`config.mk`:
```
export PLATFORM = sky130hd
export DESIGN_NAME = pool_window_sequencer
export DESIGN_NICKNAME = d
export VERILOG_FILES = /design/src/rtl/pool_window_sequencer.sv
export SDC_FILE = /design/constraint.sdc
export NUM_CORES = 1
export LEC_CHECK = 0
export ABC_AREA = 1
export BUFFER_PORTS_ARGS = -buffer_cell sky130_fd_sc_hd__buf_2
export CAP_MARGIN = 40
export CELL_PAD_IN_SITES_DETAIL_PLACEMENT = 1
export CELL_PAD_IN_SITES_GLOBAL_PLACEMENT = 2
export CORE_UTILIZATION = 30
export DETAILED_ROUTE_END_ITERATION = 8
export MAX_ROUTING_LAYER = met4
export PLACE_DENSITY_LB_ADDON = 0.1
export SETUP_SLACK_MARGIN = 0.05
export SLEW_MARGIN = 25
export SYNTH_ARGS = -nofsm -noshare
export SYNTH_HDL_FRONTEND = slang
export SYNTH_SLANG_ARGS = --single-unit
```
`constraint.sdc`:
```
create_clock -name clk -period 3.39 [get_ports clk]
set_clock_uncertainty 0.1 [all_clocks]
set_input_delay 0.8475 -clock clk [delete_from_list [all_inputs] [get_ports clk]]
set_output_delay 0.8475 -clock clk [all_outputs]
set_load 0.05 [all_outputs]
```
`src/rtl/pool_window_sequencer.sv`:
```
`timescale 1ns/1ps
// pool_window_sequencer
// Sequences one column of the 2x2 / stride-2 pooling datapath (register file
// plus max/average compare unit). Pixels arrive from the systolic array in
// raster order, one per in_valid beat; this block generates the register-file
// addresses and write strobes, the compare-unit input select and the
// pooled-output valid / pass-done flags for column 0.
//
// Optional feature macro: POOL_STALL_CNT_EN
//   defined   : stall_cnt counts RUN cycles without in_valid (saturating,
//               cleared on an accepted start, held after DONE)
//   undefined : stall_cnt is tied to 0
//
// Ports
//   clk, nrst          clock, asynchronous active-low reset
//   start              start a pass (sampled in IDLE only)
//   fmap_w, fmap_h     feature-map dimensions, latched on an accepted start
//   in_valid           systolic-array pixel valid
//   mux_en             compare-unit input taken from the systolic array
//   wr_ctrl1/adrs_in1  write raw pixel (window seed)
//   wr_ctrl2/adrs_in2  write partial pooled result
//   adrs_out           register-file read address
//   pool_valid         compare output is a final pooled value
//   pool_done          one-cycle pulse when the pass completes
//   busy               high in RUN and DONE
//   cfg_err            one-cycle pulse when a start is rejected
//   stall_cnt          idle-beat counter (see macro above)
//
// state | meaning
// IDLE  | waiting for start
// RUN   | consuming pixel beats, row/col counters active
// DONE  | pass complete, pool_done asserted for this cycle
module pool_window_sequencer #(
  parameter int ADDR_W = 4,
  parameter int DIM_W  = 8
) (
  input  logic              clk,
  input  logic              nrst,
  input  logic              start,
  input  logic [DIM_W-1:0]  fmap_w,
  input  logic [DIM_W-1:0]  fmap_h,
  input  logic              in_valid,
  output logic              mux_en,
  output logic              wr_ctrl1,
  output logic              wr_ctrl2,
  output logic [ADDR_W-1:0] adrs_in1,
  output logic [ADDR_W-1:0] adrs_in2,
  output logic [ADDR_W-1:0] adrs_out,
  output logic              pool_valid,
  output logic              pool_done,
  output logic              busy,
  output logic              cfg_err,
  output logic [15:0]       stall_cnt
);

  typedef enum logic [1:0] {IDLE, RUN, DONE} state_t;

  localparam int               MAX_W   = 2 << ADDR_W;
  localparam logic [DIM_W-1:0] DIM_ONE = DIM_W'(1);

  state_t            state;
  logic [DIM_W-1:0]  row, col, w_lat, h_lat;
  logic              beat, last_col, last_row, drop, start_ok, start_acc;
  logic [ADDR_W-1:0] h;

  assign beat      = (state == RUN) && in_valid;
  assign last_col  = (col == w_lat - DIM_ONE);
  assign last_row  = (row == h_lat - DIM_ONE);
  // Trailing odd column / row has no partner pixel: floor semantics.
  assign drop      = (w_lat[0] && last_col) || (h_lat[0] && last_row);
  assign h         = col[ADDR_W:1];
  assign start_ok  = (32'(fmap_w) >= 32'd2) && (32'(fmap_w) <= 32'(MAX_W)) &&
                     (32'(fmap_h) >= 32'd2);
  assign start_acc = (state == IDLE) && start && start_ok;

  // Mealy decode so the register file writes on the same edge as the beat.
  always_comb begin
    mux_en     = 1'b0;
    wr_ctrl1   = 1'b0;
    wr_ctrl2   = 1'b0;
    adrs_in1   = '0;
    adrs_in2   = '0;
    adrs_out   = '0;
    pool_valid = 1'b0;
    if (beat && !drop) begin
      mux_en = 1'b1;
      unique case ({row[0], col[0]})
        2'b00: begin
          wr_ctrl1 = 1'b1;
          adrs_in1 = h;
        end
        2'b11: begin
          adrs_out   = h;
          pool_valid = 1'b1;
        end
        default: begin
          adrs_out = h;
          wr_ctrl2 = 1'b1;
          adrs_in2 = h;
        end
      endcase
    end
  end

  always_ff @(posedge clk or negedge nrst) begin
    if (!nrst) begin
      state     <= IDLE;
      row       <= '0;
      col       <= '0;
      w_lat     <= '0;
      h_lat     <= '0;
      pool_done <= 1'b0;
      busy      <= 1'b0;
      cfg_err   <= 1'b0;
    end else begin
      pool_done <= 1'b0;
      cfg_err   <= 1'b0;
      unique case (state)
        IDLE: begin
          if (start) begin
            if (start_ok) begin
              w_lat <= fmap_w;
              h_lat <= fmap_h;
              row   <= '0;
              col   <= '0;
              busy  <= 1'b1;
              state <= RUN;
            end else begin
              cfg_err <= 1'b1;
            end
          end
        end
        RUN: begin
          if (in_valid) begin
            if (last_col) begin
              col <= '0;
              if (last_row) begin
                pool_done <= 1'b1;
                state     <= DONE;
              end else begin
                row <= row + DIM_ONE;
              end
            end else begin
              col <= col + DIM_ONE;
            end
          end
        end
        DONE: begin
          busy  <= 1'b0;
          state <= IDLE;
        end
        default: state <= IDLE;
      endcase
    end
  end

`ifdef POOL_STALL_CNT_EN
  always_ff @(posedge clk or negedge nrst) begin
    if (!nrst) begin
      stall_cnt <= '0;
    end else if (start_acc) begin
      stall_cnt <= '0;
    end else if ((state == RUN) && !in_valid && (stall_cnt != 16'hFFFF)) begin
      stall_cnt <= stall_cnt + 16'd1;
    end
  end
`else
  assign stall_cnt = '0;
`endif

endmodule

```
==> run_results.csv <==
group,metric,value,unit
yosys,synthArstFlopShare,100,%
critical_path,worstSetupPathType,"flip-flop to output pin",
run,maxCapViolCount,0,
routing,vias,2665,
yosys,syn_area_per_cell,6.83,um2
global_route,grtUsageTotal,16.8,%
yosys,yosysWarnings,0,
yosys,synth_common_cells,"116 x nand2_1, 45 x inv_1, 45 x nor2_1",
worst_hold_path,min_path_type,"input port to async pin",
die,die_w,99.2,um
yosys,synth_compound_area_share,6.53,%
yosys,synthAdderAreaFrac,2.65,%
critical_path,cp_top_family,"simple AND/OR/NAND/NOR gates",
routing,wl_per_cell,13.4,um
clocking,cts_buffers,5,
pwr,p_int,1390,uW
pwr,clock_power_share,17.0,%
pwr,total_power,2700,uW
placement,gp_congestion,0.755,
die,fp.dieH,99.2,um
yosys,synth_area,2840,um2
yosys,synth_top_area_share,32.7,%
critical_path,worst_setup_path_end_kind,"output pin",
clocking,cts_tree,"built",
sta,tightest_slew,0.538,ns
yosys,synthMostInstantiatedCell,"nand2_1",
placement,hpwl,5.86,mm
die,num_rows,35,
yosys,ys_seq_elements,37,
placement,io_buffers,38,
finish,multi_input_area,1740,um2
clocking,cts.reportedPaths.clkPinSlew,0.08,ns
pwr,p_comb_share,56.3,%
critical_path,critPathBufInv,3,
die,die_area,9840,um2
critical_path,worstPathCellList,"inv_2, ha_4, xor2_1, nand2_1, a21oi_2, nand3b_1, nor2_2, nand4_1, buf_6, nand3_4, nor2_4, buf_8",
pwr,swShare,48.4,%
pwr,p_per_area,762,nW/um2
placement,dp.cells,556,
sta,hold_viol,0,
yosys,synthMuxAreaShare,0,%
yosys,yosys-top-cells-area,"dfrtp_1 33%, nand2_1 15%, nand3_1 6.0%",
finish,fillCellCount,1174,
sta,fmax,308,MHz
routing,wl,7.72,mm
sta,rsz0062_at_grt,"true",
sta,slew_violations,0,
yosys,synth_xor_area_share,5.56,%
finish,fin_nets,491,
yosys,synth.distinct_cells,32,
critical_path,arrival,2.30,ns
critical_path,crit_required,2.44,ns
critical_path,critPathMaxStageDelay,0.39,ns
global_route,grt_max_degree,33,
sta,setup_violations,0,
finish,drive_gt1_share,26.2,%
sta,final.min_clock_period,3.25,ns
clocking,htree_levels,2,
routing,drcViolationCount,0,
pwr,p_seq_share,26.7,%
yosys,synth-seq-area-share,32.7,%
yosys,synth_top_family_by_area,"simple AND/OR/NAND/NOR gates",
critical_path,crit_slowest_cell,"dfrtp_1",
die,start_util,30.8,%
finish,area_growth,24.9,%
pwr,peakVddDrop,0.000222,V
pwr,leakage,0.00175,uW
yosys,synth_edf_count,0,
global_route,grt-ovfl-total,0,
yosys,netlist_instances,415,
critical_path,start_kind,"flip-flop",
yosys,synthSimpleGateAreaFrac,39.3,%
die,boundaryPins,55,
routing,via_per_inst,4.62,
pwr,power_switching,1310,uW
finish,regArea,930,um2
sta,maxSlewHeadroom,64.0,%
die,core,9200,um2
global_route,grt_pass1_wl,12.6,mm
clocking,clk_path_buf_depth,2,
yosys,synth_area_leader_cell,"dfrtp_1",
routing,dr.first_iter.drc_count,50,
finish,instances_no_fill,577,
critical_path,crit_fanout,8,
global_route,antenna_found_initial,0,
clocking,hold_buffers,0,
sta,post-route-period-util,95.8,%
finish,num_antenna_cells,0,
global_route,grt_pass1_vias,2452,
run_status,outcome,"complete, no violations",
clocking,cts-root-buf,"clkbuf_8",
routing,ant_nets,0,
clocking,numClockSinks,37,
routing,drtPass1Iterations,4,
sta,setup_tns,0,ns
yosys,synth_flop_cell,"dfrtp_1",
clocking,insertion_delay,0.29,ns
## what timing repair did
action | 4_1_cts | 5_1_grt
setup buffers | 2 | 10
gates cloned | 1 | 0
pin swaps | 1 | 14
setup endpoints to repair | 16 | 16
resized for setup | 4 | 73
## through the flow
stage | worst slack (ns) | instance area [um2] | util (%) | hold slack, ns
6_report | 0.143 | 3540 | 38.5 | 0.377
5_1_grt | 0.00575 | 3540 | 38.5 | 0.390
4_1_cts | 0.0548 | 3260 | 35.5 | 0.384
3_5_place_dp | 0.101 | 3080 | 33.5 | 0.366
3_3_place_gp | 0.143 | 3060 | 33.3 | 0.360
2_1_floorplan | 0.344 | 2890 | - | 0.342
## per-layer routing
metal  part of all wire (%)  track usage, %  wire, um  vias up
li1                       -               -         -     1364
met1                     50            23.3      3900     1231
met2                     45            25.6      3500       64
met3                    3.1            2.67       239        6
met4                    1.1            4.19        83        0
met5                      0               -         0        -
## worst paths after layout
check / slack (ns) / depth (start not counted) / start / to
max: 0.14 / 12 / w_lat[1]$_DFFE_PN0P_ / adrs_out[1]
min: 0.38 / 1 / nrst / col[2]$_DFFE_PN0P_
max reg2reg: 1.14 / 14 / w_lat[1]$_DFFE_PN0P_ / state[0]$_DFFE_PN0P_
min reg2reg: 0.38 / 2 / row[7]$_DFFE_PN0P_ / row[7]$_DFFE_PN0P_
max in group asynchronous: 2.33 / 2 / nrst / w_lat[0]$_DFFE_PN0P_
min in group clk: 0.38 / 2 / row[7]$_DFFE_PN0P_ / row[7]$_DFFE_PN0P_
## flip-flops by register name (all words and copies together), names as in the netlist
name / cells
col: 8
h_lat: 8
row: 8
w_lat: 8
state: 2
busy: 1
cfg_err: 1
pool_done: 1
## logic make-up after synthesis
kind of cell,Yosys count
xor gates and xnor gates,18
other,1
and+or+nand+nor,241
DFF,37
AOI/OAI and AO/OA,33
adders and majority gates,6
buffers and inverters,79
## power by group through the flow
| stage | sequential (uW) | combinational (uW) | clock [uW] |
|---|---|---|---|
| 6_report | 720 | 1520 | 459 |
| 5_1_grt | 745 | 1700 | 493 |
| 4_1_cts | 718 | 1320 | 471 |
| 3_5_place_dp | 731 | 1260 | 0 |
| 2_1_floorplan | 700 | 970 | 0 |
| 3_3_place_gp | 724 | 1230 | 0 |
## worst reg2reg max path, stage by stage, from the launching register on
cell and delay (ns):
dfrtp_1 0.41, inv_2 0.09, ha_4 0.15, nand2_2 0.10
nor2_4 0.12, buf_4 0.12, nand2_1 0.04, nand2_1 0.09
nand3_2 0.10, nor2_4 0.16, nand2_4 0.08, o21bai_4 0.31
nand3_2 0.14, nand2_1 0.09, nand2_1 0.05
## layout make-up
cell class | count | share of cell area, %
Multi-Input combinational cell | 315 | 49.0
Sequential cell | 37 | 26.3
Clock buffer | 5 | 1.94
Inverter | 52 | 5.58
Clock inverter | 3 | 1.84
Tap cell | 111 | 3.92
Timing Repair Buffer | 54 | 11.4
## layout by cell type (no fill, tap or decap), types with 7 or more instances in the layout
cell     count
nor2_2      11
buf_6       10
xnor2_1      7
nand3_1     33
o21ai_0     15
inv_2        8
nand2_1    114
nand2_2      9
xor2_1      11
buf_4       17
nor2_4      13
nor2_1      36
conb_1      16
o21ai_1      7
a21oi_1      7
buf_2       23
dfrtp_1     34
inv_1       43
Note: power is estimated with default switching activity, not from simulation.
